==> src/rtl/bound_flasher_mealy.sv <==
`default_nettype none
// ============================================================================
//  Module      : bound_flasher_mealy
//  Description : 16-lamp bound flasher. A single flick input starts a fixed
//                light-and-dim sequence; flick at the L5/L10 kickback points
//                sends the sequence back to an earlier dimming phase.
//                Mealy FSM: each decision looks at the post-step lamp pattern
//                and flick on the same clock edge.
//  Ports       : clk   - system clock, rising edge
//                rst   - asynchronous reset, active low
//                flick - start / kickback request, level-sampled
//                lamps - registered lamp drive, lamps[0]=L0 .. lamps[15]=L15
//  Revision    : 1.0  initial release
// ============================================================================
module bound_flasher_mealy (
    input  logic        clk,
    input  logic        rst,
    input  logic        flick,
    output logic [15:0] lamps
);

    typedef enum logic [3:0] {
        IDLE     = 4'd0,
        UP_L5    = 4'd1,
        DN_L0    = 4'd2,
        UP_L5K   = 4'd3,
        UP_L10K  = 4'd4,
        DN_L5    = 4'd5,
        UP_L5K2  = 4'd6,
        UP_L10K2 = 4'd7,
        UP_L15   = 4'd8,
        DN_ALL   = 4'd9
    } state_t;

    localparam logic [15:0] c_none = 16'h0000;
    localparam logic [15:0] c_l0   = 16'h0001;
    localparam logic [15:0] c_l4   = 16'h001F;
    localparam logic [15:0] c_l5   = 16'h003F;
    localparam logic [15:0] c_l10  = 16'h07FF;
    localparam logic [15:0] c_all  = 16'hFFFF;

    state_t state;

    // Candidate next patterns; only one lamp changes per edge.
    logic [15:0] w_up;
    logic [15:0] w_dn;

    assign w_up = {lamps[14:0], 1'b1};
    assign w_dn = {1'b0, lamps[15:1]};

    // All transition tests compare against the post-step pattern (w_up/w_dn),
    // so the phase changes on the same edge that reaches the boundary.
    always_ff @(posedge clk or negedge rst) begin
        if (!rst) begin
            state <= IDLE;
            lamps <= c_none;
        end else begin
            case (state)
                IDLE: begin
                    if (flick) begin
                        lamps <= c_l0;
                        state <= UP_L5;
                    end else begin
                        lamps <= c_none;
                    end
                end
                UP_L5: begin
                    lamps <= w_up;
                    if (w_up == c_l5) state <= DN_L0;
                end
                DN_L0: begin
                    lamps <= w_dn;
                    if (w_dn == c_none) state <= UP_L5K;
                end
                UP_L5K: begin
                    lamps <= w_up;
                    if (w_up == c_l5) state <= flick ? DN_L0 : UP_L10K;
                end
                UP_L10K: begin
                    lamps <= w_up;
                    if (w_up == c_l10) state <= flick ? DN_L0 : DN_L5;
                end
                DN_L5: begin
                    lamps <= w_dn;
                    if (w_dn == c_l4) state <= UP_L5K2;
                end
                UP_L5K2: begin
                    lamps <= w_up;
                    if (w_up == c_l5) state <= flick ? DN_L5 : UP_L10K2;
                end
                UP_L10K2: begin
                    lamps <= w_up;
                    if (w_up == c_l10) state <= flick ? DN_L5 : UP_L15;
                end
                UP_L15: begin
                    lamps <= w_up;
                    if (w_up == c_all) state <= DN_ALL;
                end
                DN_ALL: begin
                    lamps <= w_dn;
                    if (w_dn == c_none) state <= IDLE;
                end
                // Unused codes recover to a clean idle.
                default: begin
                    state <= IDLE;
                    lamps <= c_none;
                end
            endcase
        end
    end

endmodule
`default_nettype wire

==> config.mk <==
export PLATFORM = sky130hd
export DESIGN_NAME = bound_flasher_mealy
export DESIGN_NICKNAME = d
export VERILOG_FILES = /design/src/rtl/bound_flasher_mealy.sv
export SDC_FILE = /design/constraint.sdc
export NUM_CORES = 1
export LEC_CHECK = 0
export CORE_UTILIZATION = 52
export CTS_CLUSTER_DIAMETER = 50
export DETAILED_ROUTE_END_ITERATION = 12
export GPL_ROUTABILITY_DRIVEN = 1
export PLACE_DENSITY_LB_ADDON = 0.1
export SLEW_MARGIN = 20
export SYNTH_ARGS = -nofsm -noshare
export SYNTH_HDL_FRONTEND = slang
export SYNTH_SLANG_ARGS = --single-unit
==> constraint.sdc <==
create_clock -name clk -period 2.67 [get_ports clk]
set_input_delay 0.534 -clock clk [delete_from_list [all_inputs] [get_ports clk]]
set_output_delay 0.534 -clock clk [all_outputs]
set_load 0.005 [all_outputs]
* Yosys cells after proc, flatten, opt, wreduce, memory -nomap -nowiden
Index checks and enable logic that the tools add are counted.
Storage, ports and cells: bits in registers 20, bits in latches 0, bits in writable memories 0, memory bits (read-only) 0, input port bits 3, output and inout bits 16, logic and storage cells 47, memories kept 0
Operators by class: add/sub/neg operators 0, multiply operators 0, div/mod/pow operators 0, $lt $le $gt $ge 0, equality and inequality tests 23, shifts and indexed selects 0, muxes and demuxes 17, bitwise gates (word level) 0, reduce and logical (&&, ||, !) cells 5
Operators with widths (number):
- $pmux 16 s3 | 1
- $mux 4 | 11
- $pmux 4 s10 | 1
- $eq 15x5->1 const B | 2
- $ne 2x2->1 const B | 10
- $eq 4x3->1 const B | 4
- $logic_not 16->1 | 1
- $eq 15x10->1 const B | 1
- $eq 15x15->1 const B | 1
- $reduce_and 10->1 | 1
- $eq 4x2->1 const B | 2
- $eq 4x4->1 const B | 2
- $mux 3 | 2
- $reduce_or 6->1 | 1
- $eq 4x1->1 const B | 1
- $logic_not 4->1 | 1
- $reduce_or 3->1 | 1
- $mux 2 | 1
- $mux 1 | 1

* Logic depth before layout (Yosys ltp)
depth after elaboration 3, gate-level depth with buffers 7, depth with buffers taken out 6

* Least setup slack after synthesis
Ideal clock, no wire load.
path kind flip-flop to flip-flop, from register lamps[9], to register state[1], setup time 0.103 ns, arrival time 1.769 ns, slack 0.797 ns, stages on the path, launching flop included 7, path buffers 0, clock period less this slack 1.873 ns, path through dfrtp_1 > nor4_1 > nand3_1 > o41a_1 > nand4b_2 > o21bai_4 > o41ai_2
On the way: longest elaborated chain between the ends 3, elaborated cells on any way between the ends 15, classes of those cells 13 x eq/ne; 2 x reduce/logical
Ends and longest elaborated chain:
- start: declaration | line 19 | output logic [15:0] lamps
- start signal: assignment | line 56 | lamps <= c_none;
- start signal: assignment | line 61 | lamps <= c_l0;
- start signal: assignment | line 64 | lamps <= c_none;
- $eq 15x15->1 (tied with other cells) | line 97 | if (w_up == c_all) state <= DN_ALL;
- $ne 2x2->1 (no source line)
- $reduce_and 10->1 (no source line) *
- end signal: assignment | line 81 | if (w_up == c_l10) state <= flick ? DN_L0 : DN_L5;
- end signal: assignment | line 89 | if (w_up == c_l5) state <= flick ? DN_L5 : UP_L10K2;
- end signal: assignment | line 93 | if (w_up == c_l10) state <= flick ? DN_L5 : UP_L15;
- end: declaration | line 42 | state_t state;
Every way passes the cells marked *; elsewhere a longest branch is shown, timed or not. A chain may end at the register's enable or synchronous reset.

* Worst setup path after layout
from register state[2], to register state[1]
On the way: longest elaborated chain between the ends 3, elaborated cells on any way between the ends 22, classes of those cells 19 x eq/ne; 1 x mux; 2 x reduce/logical
Ends and longest elaborated chain:
- start signal: assignment | line 77 | if (w_up == c_l5) state <= flick ? DN_L0 : UP_L10K;
- start signal: assignment | line 81
- start signal: assignment | line 89
- $eq 4x2->1 (tied with other cells) | line 58 | case (state)
- $ne 2x2->1 (no source line)
- $reduce_and 10->1 (no source line)
Several ways; a longest one is shown, not always the timed one.

==> reports/qor.txt <==
Highest Clock Rate = 478 MHz
Die Y-Extent = 50.0 µm
Vias in the first global route = 966
Cell Area, Synth = 1200 µm²
Final Total Pwr = 1.77 mW
Largest net degree at the start of global routing = 21
Area after DPL = 1410 µm²
Unique masters post-synth = 38
DR DRC count = 0
Drt pass-1 iters = 4
Critical-path maximum fanout = 19
Antenna cells = 0
Clk buf depth = 2
Die area = 2500 µm²
Cells after DPL = 165
Mapped Nets = 128
GRT Overall Usage = 25.1%
Static Leak = 0.616 nW
Starting Density = 54.7%
Ys flop type = dfrtp_1
HP Class = in2async
Fraction of the yosys area taken by sequential cells = 41.8%
Drt initial violations = 22
Finished Layout Cells = 169
Commonest cells after routing, fill and taps aside = dfrtp_1 (20), clkdlybuf4s50_1 (18), a22o_1 (11)
Final setup fails = 0
Critical Path RT = 2.89 ns
DP Worst Slack = 0.635 ns
Final core area utilization = 66.6%
Hold-fix buffers, CTS = 0
Worst setup margin = 0.580 ns
Post-CTS setup buffers = 0
Final Hold Violating Endpoints = 0
Clk_lat worst skew = 0.31 ns
Synth-to-layout area growth = 21.9%
Post-route clock skew = 0.00526 ns
Slew HR = 62.5%
CP Launch Type = flip-flop
Tmin final = 2.09 ns
Post-route ant nets = 0
Crit path arrival time = 2.31 ns
MaxCap Viol Count = 0
Synth Instances = 125
Routed length per instance = 16.3 µm
Die W = 50.0 µm
Row count = 17
Vias per Instance = 6.33
Outcome = finished clean
Number of synthesized register bits = 20
Nets = 145
Core Box Area = 2190 µm²
Antenna violations before repair = 0
Top cell type by total area after synthesis = dfrtp_1
Worst VDD drop = 0.718 mV
Hold_ws = 0.550 ns
Area share of the largest cell type after synthesis = 41.8%
Setup TNS = 0 ns
Total wire length = 2750 µm
PortBufs = 18
Ratio of cells with drive above 1 in the final layout = 12.1%
Root buf cell = clkbuf_4
Clock sinks = 20
Syn. warnings = 0
CTS tree = yes
Via count = 1069
Clk slew on worst S/H paths = 0.12 ns
Commonest non-fill, non-tap cell in the layout = dfrtp_1
Syn Area/Cell = 9.58 µm²
Num CTS Buffers = 3
Ys async rst share = 100%
Remaining Overflow, GRT = 0
Max-slew violation count = 0
Top cells by area, synth = dfrtp_1 (42%), a22o_1 (8.0%), mux2i_1 (4.2%), o21ai_0 (3.3%), clkbuf_1 (3.1%)
Cell Pwr Density = 1210 nW/µm²
DP HPWL = 1920 µm
Fin area = 1460 µm²
Setup crit end kind = flip-flop
Tcrit/Tclk final = 78.3%
First-pass GRT wire length = 4660 µm
Layout filler cell count = 170
GPL Wtd Cong = 0.860
# H-tree levels = 1
Post-cts resize count = 0
Post-synth EDFFs = 0
I/O pin cnt = 19
Critical path class = reg2reg
Slew @ Worst Pin = 0.562 ns
Unrepaired setup endpoints after global routing = false
## per-layer routing
metal	global-route usage, %	part of all wire (%)	wire length [µm]
met5	0	0	0
met4	13.8	2.4	65
met3	3.09	3.7	103
met2	37.1	46	1280
met1	35.2	47	1310
## logic make-up after synthesis
group / after synthesis / synth area share [%]
AOI/OAI and AO/OA: 44 / 28.8
buffers and inverters: 16 / 5.12
DFF: 20 / 41.8
muxes: 5 / 4.18
and+or+nand+nor: 40 / 20.1
## Yosys cell counts (all sizes together) (2+ instances only)
library cell and number:
nand4 2, nor3 6, mux2i 5, o22ai 2, nand3 2, nor2 4, nor2b 3, or4 2
a221o 2, nand2 9, clkbuf 10, inv 5, a22o 13, o21ai 9, o31ai 5, nor4bb 2
dfrtp 20, a21oi 5, nand2b 4
## critical path, cell delays in order, from the launching register on
cell and delay, ns:
dfrtp_1 0.72, nor4bb_1 0.13, or3_1 0.43, nand2_1 0.09
nand4b_2 0.14, o21bai_4 0.22, o41ai_2 0.27
## power by group
part,switching [mW],internal [mW]
Sequential,0.192,0.401
Clock,0.101,0.152
Combinational,0.433,0.492
Total,0.726,1.05
## sequential cells by signal, summed over array words and instances (netlist names)
register	count
lamps	16
state	4
## final cells by class
type / count / area, µm² / share of cell area [%]
Clock buffer: 3 / 22.5 / 1.54
Inverter: 5 / 18.8 / 1.29
Clock inverter: 1 / 30.0 / 2.06
Sequential cell: 20 / 500 / 34.3
Multi-Input combinational cell: 89 / 636 / 43.5
Timing Repair Buffer: 23 / 218 / 14.9
Tap cell: 28 / 35.0 / 2.40
## path summary, 6_finish.rpt
check,startpoint,end,slack (ns),cells after the start
max,state[2],state[1],0.58,6
min,rst,lamps[2],0.55,2
max reg2reg,state[2],state[1],0.58,6
min reg2reg,lamps[8],lamps[7],0.59,1
max in group asynchronous,rst,lamps[6],1.91,2
min in group clk,lamps[8],lamps[7],0.59,1
No activity file was read; power rests on OpenSTA's default activity.
